## config.mk

```make
export PLATFORM = sky130hd
export DESIGN_NAME = led_clk_gen
export DESIGN_NICKNAME = d
export VERILOG_FILES = /design/src/rtl/led_pkg.sv /design/src/rtl/key_debounce.sv /design/src/rtl/led_clk_gen.sv
export SDC_FILE = /design/constraint.sdc
export NUM_CORES = 1
export LEC_CHECK = 0
export ABC_AREA = 1
export BUFFER_PORTS_ARGS = -buffer_cell sky130_fd_sc_hd__buf_2
export CELL_PAD_IN_SITES_DETAIL_PLACEMENT = 0
export CELL_PAD_IN_SITES_GLOBAL_PLACEMENT = 1
export CORE_MARGIN = 1.5
export CORE_UTILIZATION = 40
export DETAILED_ROUTE_END_ITERATION = 12
export HOLD_SLACK_MARGIN = 0.05
export PLACE_DENSITY = 0.73
export SLEW_MARGIN = 25
export SYNTH_ARGS = -nofsm -noshare
export SYNTH_HDL_FRONTEND = slang
export SYNTH_SLANG_ARGS = --single-unit
```

## constraint.sdc

```tcl
create_clock -name clk -period 1.55 [get_ports clk]
set_input_delay 0.0775 -clock clk [delete_from_list [all_inputs] [get_ports clk]]
set_output_delay 0.0775 -clock clk [all_outputs]
set_load 0.005 [all_outputs]
```

## src/rtl/led_pkg.sv

```systemverilog
// Shared rate encodings and divider math for the LED clock generator and its users.
package led_pkg;

  localparam logic [1:0] RATE_1HZ = 2'd0;
  localparam logic [1:0] RATE_2HZ = 2'd1;
  localparam logic [1:0] RATE_4HZ = 2'd2;
  localparam logic [1:0] RATE_8HZ = 2'd3;

  // Half-period in system clocks; each rate step halves it.
  function automatic int half_period(input int clk_freq, input logic [1:0] rate);
    return clk_freq >> (int'(rate) + 1);
  endfunction

endpackage

```

## src/rtl/key_debounce.sv

```systemverilog
// Button conditioner: 2-FF synchroniser, stability debounce, one-cycle press pulse.
module key_debounce #(
  parameter int DB_CYCLES = 1_000_000
) (
  input  logic clk,
  input  logic rst,
  input  logic key_n_i,
  output logic press_o
);

  localparam int CW = (DB_CYCLES > 1) ? $clog2(DB_CYCLES) : 1;

  logic [1:0]    sync_q;
  logic          ks;
  logic          db_q, db_d;
  logic [CW-1:0] cnt_q, cnt_d;
  logic          press_q, press_d;

  assign ks = sync_q[1];

  always_comb begin
    db_d    = db_q;
    cnt_d   = cnt_q;
    if (ks == db_q) begin
      cnt_d = '0;
    end else if (cnt_q == CW'(DB_CYCLES - 1)) begin
      db_d  = ks;
      cnt_d = '0;
    end else begin
      cnt_d = cnt_q + CW'(1);
    end
    // Only the falling (pressed) edge of the debounced key is an event.
    press_d = db_q & ~db_d;
  end

  always_ff @(posedge clk or posedge rst) begin
    if (rst) begin
      sync_q  <= 2'b11;
      db_q    <= 1'b1;
      cnt_q   <= '0;
      press_q <= 1'b0;
    end else begin
      sync_q  <= {sync_q[0], key_n_i};
      db_q    <= db_d;
      cnt_q   <= cnt_d;
      press_q <= press_d;
    end
  end

  assign press_o = press_q;

endmodule

```

## src/rtl/led_clk_gen.sv

```systemverilog
// Button-steppable 1/2/4/8 Hz square-wave generator; rate changes land only
// on the high->low boundary so the downstream stage never sees a runt phase.
module led_clk_gen
  import led_pkg::*;
#(
  parameter int CLK_FREQ  = 50_000_000,
  parameter int DB_CYCLES = 1_000_000
) (
  input  logic       clk,
  input  logic       rst,
  input  logic       key_n,
  output logic       clk_out,
  output logic       tick,
  output logic [1:0] rate_sel
);

  localparam int CW = $clog2(CLK_FREQ / 2);

  logic          press;
  logic [CW-1:0] cnt_q, cnt_d, last;
  logic          clk_q, clk_d;
  logic          tick_q, tick_d;
  logic [1:0]    rate_q, rate_d;
  logic [1:0]    pend_q, pend_d;
  logic          wrap;

  key_debounce #(.DB_CYCLES(DB_CYCLES)) u_key (
    .clk     (clk),
    .rst     (rst),
    .key_n_i (key_n),
    .press_o (press)
  );

  // HALF-1 always fits in CW bits since HALF <= CLK_FREQ/2.
  assign last = CW'(half_period(CLK_FREQ, rate_q) - 1);
  assign wrap = (cnt_q == last);

  always_comb begin
    cnt_d  = wrap ? '0 : cnt_q + CW'(1);
    clk_d  = wrap ? ~clk_q : clk_q;
    tick_d = wrap & ~clk_q;
    rate_d = rate_q;
    pend_d = pend_q;
    // The pending value seen here predates any same-cycle press.
    if (wrap && clk_q) rate_d = pend_q;
    if (press) pend_d = (pend_q == RATE_8HZ) ? RATE_1HZ : pend_q + 2'd1;
  end

  always_ff @(posedge clk or posedge rst) begin
    if (rst) begin
      cnt_q  <= '0;
      clk_q  <= 1'b0;
      tick_q <= 1'b0;
      rate_q <= RATE_1HZ;
      pend_q <= RATE_1HZ;
    end else begin
      cnt_q  <= cnt_d;
      clk_q  <= clk_d;
      tick_q <= tick_d;
      rate_q <= rate_d;
      pend_q <= pend_d;
    end
  end

  assign clk_out  = clk_q;
  assign tick     = tick_q;
  assign rate_sel = rate_q;

endmodule

```

-- Yosys cells after proc, flatten, opt, wreduce, memory -nomap -nowiden
Index checks and enable logic that the tools add are counted.
- output and inout bits: 4
- input port bits: 3
- register bits: 55
- latch bits: 0
- bits in writable memories: 0
- memory bits (read-only): 0
- memories kept: 0
- logic and storage cells: 30
- $lt $le $gt $ge: 0
- multiply operators: 0
- mux-type cells: 6
- reduce and logical (&&, ||, !) cells: 1
- bitwise gates (word level): 4
- divide/modulo/power cells: 0
- equal/unequal tests: 4
- add/subtract/negate cells: 5
- shift-type cells: 1
- operators by type and width (kind ; count):
    20-bit 2-to-1 mux ; 2
    26-bit by 3-bit >> shifter with 25-bit output (first input constant) ; 1
    25-bit by 1-bit adder with 25-bit output (second input constant) ; 1
    25-bit equality test ; 1
    25-bit 2-to-1 mux ; 1
    25-bit by 2-bit subtractor with 25-bit output (second input constant) ; 1
    20-bit by 1-bit adder with 20-bit output (second input constant) ; 1
    20-bit equality test (second input constant) ; 1
    2-bit by 1-bit adder with 3-bit output (second input constant) ; 1
    2-bit by 1-bit adder with 2-bit output (second input constant) ; 1
    1-bit AND ; 2
    2-bit equality test (second input constant) ; 1
    1-bit 2-to-1 mux ; 2
    2-bit 2-to-1 mux ; 1
    1-bit NOT ; 2
    1-bit equality test ; 1
    1-bit logical AND ; 1

-- Longest topological paths before layout
- depth after elaboration: 5
- mapped depth: 13
- mapped depth without buffers: 12

-- Cells and area by module
From an unflattened synthesis, not the netlist that was laid out.
- cell total of the unflattened synthesis: 535
- area total of the unflattened synthesis: 3676.0 µm²
- modules (own cells, without submodules) (module ; area each (µm²) ; times used ; cells each ; seq. area each (µm²)):
    led_clk_gen ; 2356.0 ; 1 ; 371 ; 775.7
    key_debounce ; 1320.0 ; 1 ; 164 ; 604.3

-- Worst setup path after synthesis
OpenSTA, ideal clock, no wires.
- path type: register to register
- start: reg rate_q[0], in the netlist rate_sel[0]
- end: reg cnt_q[9]
- path buffers: 2
- stages on the path, launching flop included: 13
- library setup time: 0.120 ns
- period minus slack after synthesis: 1.577 ns
- required time: 1.430 ns
- data arrival time: 1.457 ns
- path slack: -0.027 ns
- cell sequence: dfrtp_1 -> buf_6 -> nand2_2 -> inv_2 -> nand2_1 -> nand2_1 -> inv_1 -> nand3_1 -> nor2_4 -> nand2_2 -> inv_2 -> buf_8 -> nor2_1
- cells in the longest elaborated chain, start to end: 5
- ends and longest elaborated chain (what ; RTL line ; source):
    start: declaration ; led_clk_gen.sv:23 ; logic [1:0] rate_q, rate_d;
    start signal: assignment ; led_clk_gen.sv:60 ; rate_q <= rate_d;
    2-bit by 1-bit adder with 3-bit output ; led_pkg.sv:11 ; return clk_freq >> (int'(rate) + 1);
    26-bit by 3-bit >> shifter with 25-bit output ; led_pkg.sv:11 ;
    25-bit by 2-bit subtractor with 25-bit output ; led_clk_gen.sv:35 ; assign last = CW'(half_period(CLK_FREQ, rate_q) - 1);
    25-bit equality test ; led_clk_gen.sv:36 ; assign wrap = (cnt_q == last);
    25-bit 2-to-1 mux ; led_clk_gen.sv:39 ; cnt_d = wrap ? '0 : cnt_q + CW'(1);
    net cnt_d[9] ; led_clk_gen.sv:20 ; logic [CW-1:0] cnt_q, cnt_d, last;
    end signal: assignment ; led_clk_gen.sv:57 ; cnt_q <= cnt_d;
    end: declaration ; led_clk_gen.sv:20 ;
The timed path passes the listed nets, and every way through them passes these cells.
A chain may end at the register's enable or synchronous reset.

-- Final worst setup path
- start: reg rate_q[1], in the netlist rate_sel[1]
- end: reg cnt_q[15]
The elaborated chain is that of the path after synthesis.

==> run_results.csv <==
group,metric,value,unit
global_routing,grt_pass1_vias,3315,
cells_and_area,diodes,0,
clock_network,insertion_delay,330,ps
clock_network,cts_sinks,55,
global_routing,antenna_found_initial,0,
power_and_ir_drop,combPwrFrac,3.2,%
worst_setup_path,max_stage_delay,550,ps
cells_and_area,utilization,55.57,%
route,drt_iter0_drc,144,
yosys,yosys.area.top_type,"dfrtp_1",
cells_and_area,syn_to_final_growth,33.79,%
worst_setup_path,worstPathMaxFanout,7,
run,drv_cap,0,
yosys,synth_nets,491,
route,ant_nets,0,
sta,max_freq,576.9,MHz
worst_setup_path,r2r_slack,-180,ps
worst_setup_path,worstSetupPathType,"flop to flop",
clock_network,cts-htree-levels,2,
placement,port-buffer-count,6,
worst_setup_path,cp_data_required_time,1770,ps
sta,finalSetupViolCount,27,
yosys,synth.distinct_cells,30,
outcome,violations,"setup timing",
worst_setup_path,worst-path-stages,9,
outcome,status,"complete, but fails checks",
sta,final_hold_viol_count,0,
placement,place_area,4189,um^2
sta,grt_setup_unrepaired,"yes",
route,vias,3330,
yosys,synth_cells,485,
sta,slew_headroom,77.79,%
power_and_ir_drop,internal_power,0.001824,W
route,drt_first_pass_iters,4,
sta,skew,16.33,ps
route,drc_errors,0,
power_and_ir_drop,seqPwrFrac,59.7,%
clock_network,cts.clk_slew.worst_paths,120,ps
sta,worst_pin_slew,330.4,ps
die,die-area,9183,um^2
worst_setup_path,reg2reg_from,"rate_sel[1]$_DFFE_PP0P_",
die,initial_core_util,41.53,%
yosys,post_synth.cell_area_avg,7.107,um^2
yosys,syn-cell-area,3447,um^2
placement,dp_hpwl,7271,um
power_and_ir_drop,leakagePower,2.113,nW
clock_network,cts_tree,"built",
cells_and_area,layout-drive-gt1-share,31.43,%
die,die_h,95.83,um
sta,finalCritPeriodShare,111.8,%
worst_setup_path,crit_family,"flip-flops",
global_routing,grt_max_degree,56,
worst_setup_path,end_kind,"flop",
die,boundaryPins,7,
global_routing,grt_overflow_total,0,
route,post_drt_wl_per_cell,13.76,um
die,rows,33,
die,coreArea,8299,um^2
sta,setup_slack,-183.5,ps
worst_setup_path,slowest_stage,"dfrtp_2",
yosys,seq_area_frac_synth,40.04,%
sta,min_period,1734,ps
clock_network,clock-root-buffer,"clkbuf_8",
power_and_ir_drop,ir_drop,412.8,uV
worst_setup_path,path_cells,"clkinv_4 -> buf_4 -> a21oi_1 -> nand2_1 -> nor3_2 -> nand2_1 -> nor2_2 -> buf_6 -> nor2_2",
yosys,synth_top_area_share,37.75,%
power_and_ir_drop,p_sw,0.0006054,W
yosys,yosysWarnings,0,
placement,globalplace.congestion,0.9358,
die,die_w,95.83,um
cells_and_area,design_area,4612,um^2
yosys,ys_ff_latch,55,
worst_setup_path,timing.rr.end,"cnt_q[15]$_DFF_PP0_",
route,viasPerCell,4.868,
global_routing,grtUsageTotal,22.37,%
worst_setup_path,critical_path_buf_inv_count,3,
cells_and_area,fillers,826,
worst_setup_path,rr_worst_depth,9,
clock_network,clockBufferDepth,2,
worst_hold_path,hp-class,"input pin to asynchronous set/reset pin",
route,routed_wl,9410,um
power_and_ir_drop,power_density,526.7,nW/um^2
placement,post-place-ws,-208.3,ps
clock_network,cts_buffers,5,
worst_setup_path,arrival,1950,ps
cells_and_area,fin_nets,584,
power_and_ir_drop,p_clk_share,37.0,%
yosys,synthTopCellsByArea,"dfrtp_1 38%, nand2_1 15%, nor2_1 9.0%, xor2_1 6.1%, inv_1 6.0%",
power_and_ir_drop,power.share.switching,24.92,%
sta,slew_viol_final,0,
global_routing,grt_pass1_wl,15680,um
worst_setup_path,start_kind,"flop",
## cell type report
class / instances / area, um^2 / area share, %
repair buffers: 91 / 745.7 / 16.17
inverters: 59 / 241.5 / 5.236
well taps: 105 / 131.4 / 2.849
clock inverters: 3 / 31.28 / 0.6782
clock buffers: 5 / 68.82 / 1.492
multi-input cells: 366 / 2012 / 43.62
flip-flops and latches: 55 / 1381 / 29.95
## worst max-delay path by stage
stage | end | startpoint | slack, ps
6_report | cnt_q[15]$_DFF_PP0_ | rate_sel[1]$_DFFE_PP0P_ | -180
3_3_place_gp | cnt_q[9]$_DFF_PP0_ | rate_sel[1]$_DFFE_PP0P_ | -210
4_1_cts | cnt_q[6]$_DFF_PP0_ | rate_sel[1]$_DFFE_PP0P_ | -150
5_1_grt | cnt_q[3]$_DFF_PP0_ | rate_sel[0]$_DFFE_PP0P_ | -250
2_1_floorplan | cnt_q[9]$_DFF_PP0_ | cnt_q[0]$_DFF_PP0_ | 2
3_5_place_dp | cnt_q[9]$_DFF_PP0_ | rate_sel[1]$_DFFE_PP0P_ | -210
## kinds of logic after synthesis
group	Yosys count	synth area share (%)
compound gates	19	2.831
mux	1	0.3267
fa+ha+maj	3	1.089
xor+xnor	30	7.622
simple gates	313	40.18
buf+inv	64	7.913
flops	55	40.04
## metal layers
| metal | wire length (um) | part of all wire (%) | GRT usage, % | vias up |
|---|---|---|---|---|
| met3 | 207 | 2.2 | 2.686 | 17 |
| met5 | 0 | 0 | 0 | - |
| li1 | - | - | - | 1707 |
| met4 | 213 | 2.3 | 7.353 | 0 |
| met1 | 4183 | 44 | 27.32 | 1553 |
| met2 | 4805 | 51 | 40.49 | 53 |
## tightest hold or removal path: cells and delay by family
kind                   cells  cell delay (ps)
buffers and inverters      4              970
## state kept, by name (all words and copies together), names as in the netlist
signal         count
u_key.press_o      1
rate_sel           2
u_key.db_q         1
clk_out            1
u_key.sync_q       2
cnt_q             25
pend_q             2
tick               1
u_key.cnt_q       20
## synthesized netlist by cell type
| cell type | number |
|---|---|
| a21oi_1 | 12 |
| buf_2 | 1 |
| buf_6 | 2 |
| buf_8 | 1 |
| clkbuf_1 | 1 |
| dfrtp_1 | 52 |
| dfstp_2 | 3 |
| ha_1 | 3 |
| inv_1 | 55 |
| inv_2 | 3 |
| inv_6 | 1 |
| mux2_2 | 1 |
| nand2_1 | 136 |
| nand2_2 | 7 |
| nand2_4 | 2 |
| nand3_1 | 29 |
| nand3b_1 | 1 |
| nand4_1 | 17 |
| nor2_1 | 83 |
| nor2_2 | 13 |
| nor2_4 | 3 |
| nor3_1 | 16 |
| nor3_2 | 1 |
| nor3b_1 | 1 |
| nor4_1 | 4 |
| o21ai_0 | 5 |
| o21ai_1 | 1 |
| o21bai_1 | 1 |
| xnor2_1 | 6 |
| xor2_1 | 24 |
## repair_timing
action,CTS,global route
hold endpoints to repair,53,0
resized for setup,22,47
cloned,1,0
hold buffers,2,0
setup buffers,2,3
endpoints found under the setup margin,32,38
pin swaps,9,29
## power groups by stage
stage	Sequential, W	Clock, W	Combinational, W
after floorplan	0.00148	0	0.0000402
after global placement	0.00148	0	0.0000754
after detailed placement	0.00148	0	0.0000771
after CTS	0.00145	0.000936	0.0000812
after global routing	0.00145	0.000975	0.0000925
final	0.00145	0.000899	0.0000788
## cell usage in the layout (no fill, tap or decap), types with 6 or more instances in the layout
cell type / count
a21oi_1: 9
buf_2: 6
buf_4: 75
dfrtp_1: 51
inv_1: 51
nand2_1: 120
nand2_2: 19
nand3_1: 23
nand4_1: 17
nor2_1: 67
nor2_2: 25
nor2_4: 7
nor3_1: 15
xnor2_1: 6
xor2_1: 23
## metrics by stage
| stage | hold WS, ps | instances | TNS, ps | power, W |
|---|---|---|---|---|
| floorplan | 81.98 | 485 | 0 | 0.001518 |
| global placement | 146.6 | 668 | -4904 | 0.001554 |
| detailed placement | 159.4 | 668 | -4549 | 0.001555 |
| CTS | 342.9 | 681 | -3320 | 0.002468 |
| global route | 370.2 | 684 | -6305 | 0.002520 |
| finish | 338.8 | 684 | -4203 | 0.002429 |
Power figures use the tool's default switching activity.
